`src/rtl/mem_arbiter.sv`:
```
// Arbiter for the unified single-ported memory: data port has priority, a streak counter forces fetch progress.
// Optional alignment check enabled by defining MEM_ARB_ALIGN_CHK_EN.
//
// state  | meaning
// IDLE   | no transaction; pick a winner from the pending requests
// I_BUSY | fetch transaction outstanding, waiting for mem_rdy
// D_BUSY | data transaction outstanding, waiting for mem_rdy
// ERR    | one-cycle misaligned-access response (only with MEM_ARB_ALIGN_CHK_EN)
module mem_arbiter #(
  parameter int MAX_D_STREAK = 4
) (
  input  logic        clk,
  input  logic        rst,
  input  logic        i_req,
  input  logic [15:0] i_addr,
  output logic        i_done,
  output logic [15:0] i_rdata,
  output logic        i_stall,
  input  logic        d_rd,
  input  logic        d_wr,
  input  logic [15:0] d_addr,
  input  logic [15:0] d_wdata,
  output logic        d_done,
  output logic [15:0] d_rdata,
  output logic        d_stall,
  output logic        mem_en,
  output logic        mem_wr,
  output logic [15:0] mem_addr,
  output logic [15:0] mem_wdata,
  input  logic        mem_rdy,
  input  logic [15:0] mem_rdata,
  output logic        err
);

  typedef enum logic [1:0] {IDLE, I_BUSY, D_BUSY, ERR} state_t;

  localparam logic [3:0] MAX_S = 4'(MAX_D_STREAK);

  state_t      state_q, state_d;
  logic [3:0]  streak_q, streak_d;
  logic        mem_en_q, mem_en_d;
  logic        mem_wr_q, mem_wr_d;
  logic [15:0] mem_addr_q, mem_addr_d;
  logic [15:0] mem_wdata_q, mem_wdata_d;
  logic        err_data_q, err_data_d;

  logic d_req, d_win, i_win, bad_addr;
  logic i_fin, d_fin, i_err, d_err;

  always_comb begin
    d_req = d_rd | d_wr;
    d_win = d_req && !(i_req && (streak_q == MAX_S));
    i_win = !d_win && i_req;
`ifdef MEM_ARB_ALIGN_CHK_EN
    bad_addr = d_win ? d_addr[0] : i_addr[0];
`else
    bad_addr = 1'b0;
`endif
  end

  always_comb begin
    state_d     = state_q;
    streak_d    = streak_q;
    mem_en_d    = 1'b0;
    mem_wr_d    = mem_wr_q;
    mem_addr_d  = mem_addr_q;
    mem_wdata_d = mem_wdata_q;
    err_data_d  = err_data_q;
    case (state_q)
      IDLE: begin
        if (d_win || i_win) begin
          if (d_win && i_req)
            streak_d = (streak_q == MAX_S) ? streak_q : streak_q + 4'd1;
          else
            streak_d = 4'd0;
          if (bad_addr) begin
            // Misaligned access is answered locally; the backend never sees it.
            state_d    = ERR;
            err_data_d = d_win;
          end else begin
            state_d    = d_win ? D_BUSY : I_BUSY;
            mem_en_d   = 1'b1;
            mem_wr_d   = d_win & d_wr;
            mem_addr_d = d_win ? d_addr : i_addr;
            if (d_win)
              mem_wdata_d = d_wdata;
          end
        end
      end
      I_BUSY, D_BUSY: begin
        if (mem_rdy)
          state_d = IDLE;
      end
      ERR: state_d = IDLE;
      default: state_d = IDLE;
    endcase
  end

  always_ff @(posedge clk) begin
    if (rst) begin
      state_q     <= IDLE;
      streak_q    <= 4'd0;
      mem_en_q    <= 1'b0;
      mem_wr_q    <= 1'b0;
      mem_addr_q  <= 16'h0000;
      mem_wdata_q <= 16'h0000;
      err_data_q  <= 1'b0;
    end else begin
      state_q     <= state_d;
      streak_q    <= streak_d;
      mem_en_q    <= mem_en_d;
      mem_wr_q    <= mem_wr_d;
      mem_addr_q  <= mem_addr_d;
      mem_wdata_q <= mem_wdata_d;
      err_data_q  <= err_data_d;
    end
  end

  always_comb begin
    i_fin = (state_q == I_BUSY) && mem_rdy;
    d_fin = (state_q == D_BUSY) && mem_rdy;
    i_err = (state_q == ERR) && !err_data_q;
    d_err = (state_q == ERR) && err_data_q;
  end

  assign i_done    = i_fin | i_err;
  assign d_done    = d_fin | d_err;
  assign i_rdata   = i_fin ? mem_rdata : 16'h0000;
  assign d_rdata   = d_fin ? mem_rdata : 16'h0000;
  assign i_stall   = i_req & ~i_done;
  assign d_stall   = d_req & ~d_done;
  assign mem_en    = mem_en_q;
  assign mem_wr    = mem_wr_q;
  assign mem_addr  = mem_addr_q;
  assign mem_wdata = mem_wdata_q;
`ifdef MEM_ARB_ALIGN_CHK_EN
  assign err = (state_q == ERR);
`else
  assign err = 1'b0;
`endif

endmodule

```
`config.mk`:
```
export PLATFORM = sky130hd
export DESIGN_NAME = mem_arbiter
export DESIGN_NICKNAME = d
export VERILOG_FILES = /design/src/rtl/mem_arbiter.sv
export SDC_FILE = /design/constraint.sdc
export NUM_CORES = 1
export LEC_CHECK = 0
export ABC_AREA = 1
export BUFFER_PORTS_ARGS = -buffer_cell sky130_fd_sc_hd__buf_4
export CORE_UTILIZATION = 45
export CTS_CLUSTER_DIAMETER = 80
export DETAILED_ROUTE_END_ITERATION = 8
export PLACE_DENSITY = 0.85
export SLEW_MARGIN = 20
export SYNTH_ARGS = -nofsm -noshare
export SYNTH_HDL_FRONTEND = slang
export SYNTH_SLANG_ARGS = --single-unit
```
`constraint.sdc`:
```
create_clock -name clk -period 3.25 [get_ports clk]
set_input_delay 0.65 -clock clk [delete_from_list [all_inputs] [get_ports clk]]
set_output_delay 0.65 -clock clk [all_outputs]
set_load 0.1 [all_outputs]
```
==> results.md <==
* Synth area leader: dfxtp_1
* Share of layout cells above drive strength 1 at 0.3525
* Port Buffers at approximately 140
* Synthesis-to-finish area growth at 51.10%
* Setup_tns at 0 ps
* Synthesized cell area at 2162 um2
* #FFs+latches synth at 40
* Worst hold margin at between 400 and 500 ps
* Main flop type after synthesis: dfxtp_1
* Worst skew pair latency at 300 ps
* Post-synth top area share at 0.3704
* Vias at 2555
* Clock Tree Buf Depth at 2
* Failing checks: design-rule violations
* Synth cell count leaders: 72 x nor2_1, 51 x nand2_1, 40 x dfxtp_1, 28 x inv_1, 24 x nand3_1
* CP Depth at 6
* CTS tree: yes
* RSZ-0062 raised after global routing: no
* Hold Crit Class: flip-flop to flip-flop
* Max rail drop VDD at 402.3 uV
* Gr usage total at 0.2385
* Starting Density at 0.4832
* P_int at roughly 950 uW
* Total clock sinks at 40
* Synth top area cells: dfxtp_1 37%, nor2_1 13%, nand2_1 8.9%
* Sequential-to-total area share from yosys stat at 0.3704
* Syn_area_per_cell at between 6 and 7 um2
* Placed cell count at just under 500
* Routed len/inst at 12.18 um
* 1st-iter DRT viols at about 150
* Antenna violations before repair at 0
* Die Wd at about 71 um
* Crit path time final at 2533 ps
* Placed inst area at around 3200 um2
* TritonRoute pass-1 iters at 7
* Setup crit end: i_stall
* Post-synth ARST share at 0
* Sequential Area at approximately 800 um2
* Fillers at 396
* Estimated wirelength of the detail-placed design at approximately 4500 um
* Crit. End Element: primary output
* Routed Antenna Nets at 0
* Crit path largest cell delay at roughly 390 ps
* Critical Path AT at around 1900 ps
* Netlist cell types at 22
* DRC Markers at 13
* Max-slew headroom at 0.4768
* Max-capacitance violation count at 0
* Leakage power total at about 1.7 nW
* Buffers and inverters on the worst path at 2
* CP Cell Sequence: inv_1 -> ha_1 -> nand2_1 -> nand2_1 -> nor2_2 -> buf_4
* Die area at around 5100 um2
* Sw Pwr at around 980 uW
* Nets at between 500 and 600
* First-pass GRT wire length at ~9800 um
* Core Rows at 24
* Worst-path clk slew at approximately 90 ps
* Num CTS Buffers at 5
* CTS H-tree lvls at 2
* Max-slew violations at 0
* Final hold viol count at 0
* PwrDens at between 500 and 600 nW/um2
* Worst flop-to-flop path startpoint: streak_q[0]
* GRT Residual Overflow at 0
* Routability cong. at around 0.84
* Clock network fraction of design power at 0.184
* FF-to-FF setup slack at 1250 ps
* Critical path class: flip-flop to primary output
* Worst path required time at around 2600 ps
* Cell with the most instances on the worst path: nand2_1
* Crit path max-delay family: simple AND/OR/NAND/NOR gates
* Final Non-Filler Cells at between 500 and 600
* # hold bufs at CTS at 0
* Area of the multi-input gates at roughly 1100 um2
* Setup repair bufs after CTS at 0
* F_max at around 390 MHz
* Comb power frac at 0.512
* Io pins at roughly 140
* Final setup fails at 0
* Sequential Power Share at 0.305
* Final instance area at 3267 um2
* Slew @ Worst Pin at a little under 800 ps
* Crit. Startpoint: state_q[1]
* EDFF count, synth at 0
* Yosys warning total at 0
* DR vias/cell at 5.080
* Root buffer cell: clkbuf_8
* Number of global-route vias before repair at 2287
* Sw frac at 0.5075
* # diodes at 0
* Post-cts sizing count at 0
* Status: finished, violations left
* CP max-delay cell: dfxtp_1
* Largest net degree at the start of global routing at between 50 and 60
* Worst Skew at around 8 ps
* Chip height at 71.32 um
* Worst Reg-to-Reg Cells at 8
* Most common cell in the netlist: nor2_1
* Startpoint types: flip-flop
* Mapped Cells at about 320
* Period utilization at 0.7794
* Reg2reg end: mem_wdata[13]
* Core Area at between 4000 and 5000 um2
* Mapped Nets at 400
* Drt total wl at around 6100 um
* Worst-path fanout max at 17
-- power by group through the flow --
stage	registers, mW	logic, mW	clock network, mW
finish	0.589	0.988	0.354
global route	0.596	1.04	0.383
CTS	0.588	0.991	0.363
detailed placement	0.598	0.990	0
global placement	0.597	0.981	0
floorplan	0.996	0.383	0
-- flip-flops by register name, summed over array words and instances, names as in the netlist --
register   flops
mem_addr      16
mem_en         1
mem_wdata     16
mem_wr         1
state_q        2
streak_q       4
-- worst min path at each step --
stage | from | endpoint | depth (start not counted)
global route | mem_wdata[12] | mem_wdata[12] | 2
CTS | mem_wdata[2] | mem_wdata[2] | 2
global placement | mem_wdata[2] | mem_wdata[2] | 2
floorplan | streak_q[0] | streak_q[0] | 2
detailed placement | mem_wdata[2] | mem_wdata[2] | 2
finish | mem_wdata[2] | mem_wdata[2] | 2
-- logic make-up (layout without fill, tap and decap cells) --
family,count (synthesis),after routing,share of synthesized area
and+or+nand+nor,168,168,0.3339
AOI/OAI and AO/OA,55,55,0.1458
buffers and inverters,54,181,0.1134
DFF,40,40,0.3704
adders and majority gates,6,6,0.03472
other,1,1,0.001734
-- worst reg2reg max path, cell delays in order (launching register included) --
cell     delay [ps]
dfxtp_1         360
inv_1            90
ha_1            210
nand2_1          60
inv_1            40
nand2_1         430
nand3_2         440
nand2_1         180
a21oi_1          80
-- per-stage QoR --
stage | setup slack (ps) | util | power (mW)
6_report | 717.0 | 0.7301 | 1.931
5_1_grt | 528.0 | 0.7301 | 2.016
4_1_cts | 687.6 | 0.7301 | 1.943
3_5_place_dp | 900.1 | 0.7083 | 1.588
3_3_place_gp | 937.0 | 0.7083 | 1.578
2_1_floorplan | 144.0 | - | 1.380
-- area by class of cell --
| cell class | count | share of cell area |
|---|---|---|
| Timing Repair Buffer | 142 | 0.3263 |
| Sequential cell | 40 | 0.2451 |
| Clock inverter | 2 | 0.004596 |
| Tap cell | 52 | 0.01992 |
| Inverter | 31 | 0.03562 |
| Multi-Input combinational cell | 230 | 0.3432 |
| Clock buffer | 6 | 0.02528 |
-- routing by layer --
layer | wire, um | track usage | vias to the layer above
li1 | - | - | 1294
met5 | 0 | 0 | -
met3 | 483 | 0.06329 | 13
met1 | 2374 | 0.2527 | 1148
met2 | 3133 | 0.4508 | 100
met4 | 136 | 0.08667 | 0
-- cells in the final DEF (no fill, tap or decap) --
| cell type | Yosys | routed |
|---|---|---|
| ha_1 | 6 | 6 |
| dfxtp_1 | 40 | 40 |
| nand3_1 | 24 | 24 |
| inv_1 | 28 | 28 |
| clkbuf_8 | 0 | 6 |
| nor2_1 | 72 | 70 |
| buf_4 | 2 | 142 |
| nand3_2 | 1 | 1 |
| clkinvlp_4 | 0 | 2 |
| o21ai_0 | 11 | 11 |
| o21ai_1 | 7 | 7 |
| a21boi_1 | 5 | 5 |
| nor2_2 | 0 | 2 |
| nand4_1 | 17 | 17 |
| a21oi_1 | 21 | 21 |
| nand2_1 | 51 | 51 |
| conb_1 | 1 | 1 |
| inv_2 | 3 | 3 |
| a21boi_0 | 11 | 11 |
| nor2_4 | 1 | 1 |
| nand2_2 | 2 | 2 |
(Power assumes the default switching activity.)
